**src/rtl/ahb_addr_decoder12_if.sv**
```systemverilog
// Bus-side signals of the 12-slot AHB-Lite address decoder.
// The master modport is the view of whoever drives the address phase.
// The slave modport is the decoder's own view.
interface ahb_addr_decoder12_if #(
    parameter int AW = 32
);
    logic [AW-1:0] haddr;
    logic [1:0]    htrans;
    logic          hready;
    logic [11:0]   hsel;
    logic          hsel_def;
    logic [11:0]   dsel;
    logic          dsel_def;
    logic          def_hreadyout;
    logic          def_hresp;

    modport master (
        output haddr, htrans, hready,
        input  hsel, hsel_def, dsel, dsel_def, def_hreadyout, def_hresp
    );

    modport slave (
        input  haddr, htrans, hready,
        output hsel, hsel_def, dsel, dsel_def, def_hreadyout, def_hresp
    );
endinterface

```
**src/rtl/ahb_addr_decoder12.sv**
```systemverilog
// Address decoder and data-phase select register for a 12-slot AHB-Lite
// interconnect.
// It also contains the built-in default slave, which answers unmapped
// NONSEQ/SEQ transfers with the two-cycle ERROR response.
module ahb_addr_decoder12 #(
    parameter int          AW     = 32,
    parameter int          RS     = 28,
    parameter logic [11:0] SLV_EN = 12'hFFF
) (
    input  logic                hclk,
    input  logic                hreset,
    ahb_addr_decoder12_if.slave bus
);
    // Slot 12..15 are never populated; padding the mask lets the slot index it directly.
    localparam logic [15:0] EN16 = {4'b0000, SLV_EN};

    typedef enum logic [1:0] {
        IDLE = 2'd0,
        ERR1 = 2'd1,
        ERR2 = 2'd2
    } def_state_t;

    def_state_t    state;
    logic [AW-1:0] addr;
    logic [3:0]    slot;
    logic          hit;
    logic [11:0]   hsel_dec;
    logic          accept_err;
    logic          unused_bits;

    assign addr = bus.haddr;
    assign slot = addr[RS+3:RS];

    // Only the region bits and htrans[1] take part in decoding.
    assign unused_bits = ^{addr, bus.htrans[0]};

    // Address-phase decode: one-hot on a populated slot, otherwise the default slave.
    always_comb begin
        hit      = (slot < 4'd12) && EN16[slot];
        hsel_dec = hit ? (12'b1 << slot) : 12'h000;
    end

    assign bus.hsel     = hsel_dec;
    assign bus.hsel_def = ~hit;

    // An active transfer to an unmapped region is only taken once the bus is ready.
    assign accept_err = bus.hready && !hit && bus.htrans[1];

    // Data-phase selects follow the address phase on every accepted cycle and hold on a stall.
    always_ff @(posedge hclk or posedge hreset) begin
        if (hreset) begin
            bus.dsel     <= 12'h000;
            bus.dsel_def <= 1'b1;
        end else if (bus.hready) begin
            bus.dsel     <= hsel_dec;
            bus.dsel_def <= ~hit;
        end
    end

    // Default slave: OKAY when idle, otherwise wait-ERROR (ERR1) followed by ready-ERROR (ERR2).
    always_ff @(posedge hclk or posedge hreset) begin
        if (hreset) begin
            state             <= IDLE;
            bus.def_hreadyout <= 1'b1;
            bus.def_hresp     <= 1'b0;
        end else begin
            case (state)
                IDLE, ERR2: begin
                    if (accept_err) begin
                        state             <= ERR1;
                        bus.def_hreadyout <= 1'b0;
                        bus.def_hresp     <= 1'b1;
                    end else begin
                        state             <= IDLE;
                        bus.def_hreadyout <= 1'b1;
                        bus.def_hresp     <= 1'b0;
                    end
                end
                ERR1: begin
                    state             <= ERR2;
                    bus.def_hreadyout <= 1'b1;
                    bus.def_hresp     <= 1'b1;
                end
                default: begin
                    state             <= IDLE;
                    bus.def_hreadyout <= 1'b1;
                    bus.def_hresp     <= 1'b0;
                end
            endcase
        end
    end
endmodule

```
**src/flat_wrapper.sv**
```systemverilog
// flat-port wrapper written by rule: the top's interface ports become plain ports
module ahb_addr_decoder12_flat 
#(
    parameter int          AW     = 32,
    parameter int          RS     = 28,
    parameter logic [11:0] SLV_EN = 12'hFFF
)
  (hclk, hreset, bus_haddr, bus_htrans, bus_hready, bus_hsel, bus_hsel_def, bus_dsel, bus_dsel_def, bus_def_hreadyout, bus_def_hresp);
  ahb_addr_decoder12_if #(.AW(AW)) bus_i ();
  input  logic hclk;
  input  logic hreset;
  input wire logic [$bits(bus_i.haddr)-1:0] bus_haddr;
  input wire logic [$bits(bus_i.htrans)-1:0] bus_htrans;
  input wire logic [$bits(bus_i.hready)-1:0] bus_hready;
  output wire logic [$bits(bus_i.hsel)-1:0] bus_hsel;
  output wire logic [$bits(bus_i.hsel_def)-1:0] bus_hsel_def;
  output wire logic [$bits(bus_i.dsel)-1:0] bus_dsel;
  output wire logic [$bits(bus_i.dsel_def)-1:0] bus_dsel_def;
  output wire logic [$bits(bus_i.def_hreadyout)-1:0] bus_def_hreadyout;
  output wire logic [$bits(bus_i.def_hresp)-1:0] bus_def_hresp;
  assign bus_i.haddr = bus_haddr;
  assign bus_i.htrans = bus_htrans;
  assign bus_i.hready = bus_hready;
  assign bus_hsel = bus_i.hsel;
  assign bus_hsel_def = bus_i.hsel_def;
  assign bus_dsel = bus_i.dsel;
  assign bus_dsel_def = bus_i.dsel_def;
  assign bus_def_hreadyout = bus_i.def_hreadyout;
  assign bus_def_hresp = bus_i.def_hresp;
  ahb_addr_decoder12 #(.AW(AW), .RS(RS), .SLV_EN(SLV_EN)) u_core (.hclk(hclk), .hreset(hreset), .bus(bus_i));
endmodule
```
**config.mk**
```make
export PLATFORM = sky130hd
export DESIGN_NAME = ahb_addr_decoder12_flat
export DESIGN_NICKNAME = d
export VERILOG_FILES = /design/src/rtl/ahb_addr_decoder12_if.sv /design/src/rtl/ahb_addr_decoder12.sv /design/src/flat_wrapper.sv
export SDC_FILE = /design/constraint.sdc
export NUM_CORES = 1
export LEC_CHECK = 0
export CAP_MARGIN = 25
export CORE_AREA = 5 5 58 60
export DETAILED_ROUTE_END_ITERATION = 10
export DIE_AREA = 0 0 63 65
export GPL_TIMING_DRIVEN = 0
export PLACE_DENSITY = 0.77
export SLEW_MARGIN = 5
export SYNTH_ARGS = -nofsm -noshare
export SYNTH_HDL_FRONTEND = slang
export SYNTH_SLANG_ARGS = --single-unit
```
**constraint.sdc**
```tcl
create_clock -name hclk -period 1 [get_ports hclk]
set_clock_uncertainty 0.05 [all_clocks]
set_input_delay 0.2 -clock hclk [delete_from_list [all_inputs] [get_ports hclk]]
set_output_delay 0.2 -clock hclk [all_outputs]
set_load 0.005 [all_outputs]
```
# Word level (Yosys, flattened, before mapping)
# Memory sizes are Yosys's and may differ from the RTL's.
# Index checks and enable logic that the tools add are counted.
# totals
regBits	17
mem_count	1
romBits	16
in_bits	37
elab_cells	26
# mem_list
memory	depth	width	read_ports	rd_clocked_by_memory_dff	wr	line_no	text
(name not given)	16	1	1	0	0	ahb_addr_decoder12.sv:39	hit = (slot < 4'd12) && EN16[slot];
# op_classes
n_mux	8
n_reduce_logical	6
n_bitwise	1
magnitude_cmp	2
n_shift	1
eq_ne	2
# op_table
operator	count
$mux W12	1
$shl A1 B4 Y12 const A	1
$lt A4 B5 Y1 const B	1
$mux W1	5
$lt A4 B4 Y1 const B	1
$pmux W2 S2	1
$logic_and A1 B1 Y1	3
$eq A2 B1 Y1 const B	1
$eq A2 B2 Y1 const B	1
$logic_not A2 Y1	1
$pmux W1 S2	1
$reduce_or A2 Y1	1
$logic_not A1 Y1	1
$not A1 Y1	1

# Longest topological paths before layout
# Gate-level depths: netlist (run 1).
# depth
word_depth	8
ltp_mapped	4

# Least setup slack after synthesis (run 1)
# Ideal clock, no wire load.
# synth_timing
kind	in2reg
startpoint	input port bus_haddr[28]
endpoint	register u_core.bus.dsel[7]
t_required_ns	0.825
arrival_ns	0.827
slack_ns	-0.001
path_stages	3
setup_ns	0.125
cell_sequence	buf_4 -> and4b_4 -> mux2_2
# synth_between
elab_chain_len	4
# synth_rtl
element	line_no	text
from (decl)	flat_wrapper.sv:12	input wire logic [$bits(bus_i.haddr)-1:0] bus_haddr;
$mem_v2 Z16 W1	--	
$mux W1 (implied by the code)	ahb_addr_decoder12.sv:39	
$logic_and A1 B1 Y1	ahb_addr_decoder12.sv:39	
$mux W12 (*)	ahb_addr_decoder12.sv:40	hsel_dec = hit ? (12'b1 << slot) : 12'h000;
via bus_hsel[7]	flat_wrapper.sv:15	output wire logic [$bits(bus_i.hsel)-1:0] bus_hsel;
to (signal assigned)	ahb_addr_decoder12.sv:55	bus.dsel <= hsel_dec;
to (decl)	ahb_addr_decoder12_if.sv:24	output hsel, hsel_def, dsel, dsel_def, def_hreadyout, def_hresp
# Mark *: on every way through the listed nets, which the timed path passes. The rest lies on a longest branch. The select of a mux whose other input is x is not followed.
# A chain may end at the register's enable or synchronous reset.

# Worst setup path in the final report (run 1)
# layout_timing
startpoint	input port bus_haddr[31]
endpoint	output port bus_hsel[4]
# layout_between
elab_chain_len	4
# layout_rtl
element	line_no
$mem_v2 Z16 W1	--
$mux W1 (implied by the code)	ahb_addr_decoder12.sv:39
$logic_and A1 B1 Y1	ahb_addr_decoder12.sv:39
$mux W12 (*)	ahb_addr_decoder12.sv:40
to (decl)	flat_wrapper.sv:15
# Mark *: on every way between the ends. The rest lies on a longest branch, timed or not. The select of a mux whose other input is x is not followed.

==> results of run 1 <==
critical path: stages:
cell and delay [ns]:
buf_8 0.10, buf_6 0.13, buf_6 0.11, nor4b_4 0.30
buf_2 0.16
worst max path at each step:
stage | startpoint | to | slack [ns] | cells after the start
floorplan | bus_haddr[29] | u_core.bus.dsel[10]$_DFFE_PP0P_ | 0.009 | 3
global placement | bus_haddr[31] | bus_hsel[8] | -0.95 | 4
detailed placement | bus_haddr[30] | bus_hsel[4] | -1.0 | 4
CTS | bus_haddr[29] | bus_hsel[4] | -0.24 | 5
global route | bus_haddr[31] | bus_hsel[4] | -0.29 | 5
finish | bus_haddr[31] | bus_hsel[4] | -0.26 | 5
routing by layer:
metal	vias up	global-route usage	wire (um)
li1	325	-	-
met3	6	0.0312	116
met1	346	0.131	920
met5	-	0	0
met4	0	0.0716	69
met2	20	0.219	1310
final cells by class:
| cell class | instances | area (um^2) | share of cell area |
|---|---|---|---|
| Tap cell | 33 | 41.3 | 0.0287 |
| Inverter | 3 | 11.3 | 0.00783 |
| Multi-Input combinational cell | 31 | 407 | 0.283 |
| Timing Repair Buffer | 54 | 473 | 0.329 |
| Buffer | 5 | 52.6 | 0.0365 |
| Sequential cell | 17 | 428 | 0.297 |
| Clock buffer | 4 | 26.3 | 0.0183 |
registers in the layout (all words and copies together) (netlist names):
register and count:
u_core.bus.dsel_def 1, u_core.state 2, u_core.bus.dsel 12, u_core.bus.def_hreadyout 1, u_core.bus.def_hresp 1
synthesized netlist by cell type:
library cell and n:
a41o_1 1, and2_1 1, and4b_4 2, and4bb_4 5, buf_4 4, buf_6 2
dfrtp_1 15, dfstp_2 2, inv_1 3, mux2_1 4, mux2_2 8, nand3_1 1
nand4_1 1, nor2b_1 1, nor3b_1 1, nor4_4 1, nor4b_4 4, o21ai_0 1
cell families after synthesis:
group                  synth area share
DFF                               0.476
buffers and inverters            0.0710
muxes                             0.150
and+or+nand+nor                   0.286
AOI/OAI and AO/OA                0.0167
power by group:
group | leakage, uW | switching (uW) | total, uW | internal (uW)
registers | 0.000227 | 12.1 | 728 | 716
logic | 0.000498 | 136 | 341 | 205
clock network | 0.0000150 | 235 | 390 | 155
total | 0.000740 | 383 | 1460 | 1080
per-stage QoR:
step / utilization / total power (uW) / cell area (um^2) / worst slack [ns] / instances
6_report: 0.500 / 1460 / 1440 / -0.256 / 147
5_1_grt: 0.500 / 1530 / 1440 / -0.286 / 147
4_1_cts: 0.477 / 1440 / 1370 / -0.243 / 145
3_5_place_dp: 0.446 / 1020 / 1280 / -0.996 / 124
3_3_place_gp: 0.446 / 1010 / 1280 / -0.951 / 124
2_1_floorplan: - / 885 / 902 / 0.00919 / 57
timing repair:
item,4_1_cts,5_1_grt
hold buffers,0,0
cloned,3,0
buffers inserted,14,3
resized for setup,154,12
pin swaps,7,7
endpoints found under the setup margin,43,27
==> flow_summary.toml, run 1 <==
[outcome]
outcome = "finished with violations"
violations = "negative setup slack"

[worst_setup_path]
critical_path_class = "in -> out"
end_kind = "primary output"
cp.required_ns = 0.75
crit_arrival_ns = 1.01
r2r_end = "u_core.bus.def_hresp$_DFF_PP0_"
critPathMaxFanout = 5
cp-start-kind = "primary input"
r2r_start = "u_core.state[0]$_DFF_PP0_"
worst_r2r_path_depth = 2
reg2reg_slack_ns = 0.08

[sta]
post-route-min-period_ns = 1.26
rsz0062_at_grt = "true"
hold_slack_ns = 0.149
finalSetupTns_ns = -2.60
fin_crit_sh = 1.26
tightestPinTransition_ns = 0.644
maxSlewViolCount = 0
max_freq_mhz = 796
hold_viol = 0
setup_violations = 24
finalWorstSetupSlack_ns = -0.256
slew_headroom = 0.570

[detailed_routing]
dr.pass1.iters = 4
final_antenna_net_count = 0
routed_wl_um = 2420
post_drt_wl_per_cell_um = 16.4
vias = 697
routed_via_density = 4.74
drtIter0Drc = 24
drc = 0

[logic_synthesis]
avgSynthCellArea_um2 = 15.8
ys_types = 18
syn_area_um2 = 898
yosysTopAreaCell = "dfrtp_1"
synth_top_area_frac = 0.418
ys_seq_area_frac = 0.476
synth_nets = 94
synthTopCellsByArea = "dfrtp_1 42%, nor4b_4 11%, mux2_2 10%, and4bb_4 9.1%, dfstp_2 5.8%"
yosys_warnings = 0
ys_seq_elements = 17
syn_inst = 57

[hold_path]
hold_depth = 2
hp-start = "bus_hready"
hold_end = "u_core.bus.dsel[4]$_DFFE_PP0P_"
hold_path.class = "in -> reg"

[die]
die_x_um = 63
core_um2 = 2880
dieArea_um2 = 4100
ios = 65
die_h_um = 65
initial_core_util = 0.312
rows = 20

[clock_network]
clk_latency_ns = 0.30
htree_levels = 1
ctsRootBufferMaster = "clkbuf_4"
cts_buffers = 3
cts.sinks = 17
clkSlewWorstSetupHoldPaths_ns = 0.10
cts_tree = "built"
clock_path_buffers = 2

[global_routing]
grt_pass1_vias = 792
grt_pass1_wl_um = 3950
antenna_found_initial = 0
grt-ovfl-total = 0
grt_max_degree = 18
grtUsageTotal = 0.123

[flow_run]
max_cap_viol_count = 0

[final_layout]
final_common_cell = "buf_6"
drive_gt1_frac = 0.719
nNetsFinal = 152
area_delta_synth_final_pct = 60.2
antenna_cells = 0
fillers = 240
final_cell_mix = "24 x buf_6, 20 x buf_2, 15 x dfrtp_1, 8 x buf_4, 8 x mux2_2"

[placed_design]
hpwl_um = 1590
port-buffer-count = 34
gp_congestion = 0.687

[power]
ir_worst_vdd_v = 0.000743
powerDensity_nw_per_um2 = 1010
p_leak_uw = 0.000740
Power figures use the tool's default switching activity.
==> inputs of run 2 (changes only) <==
Settings changed: SLEW_MARGIN 5 to unset.
==> results of run 2 <==
No change in the layout: final DEF, timing and power equal those of run 1.
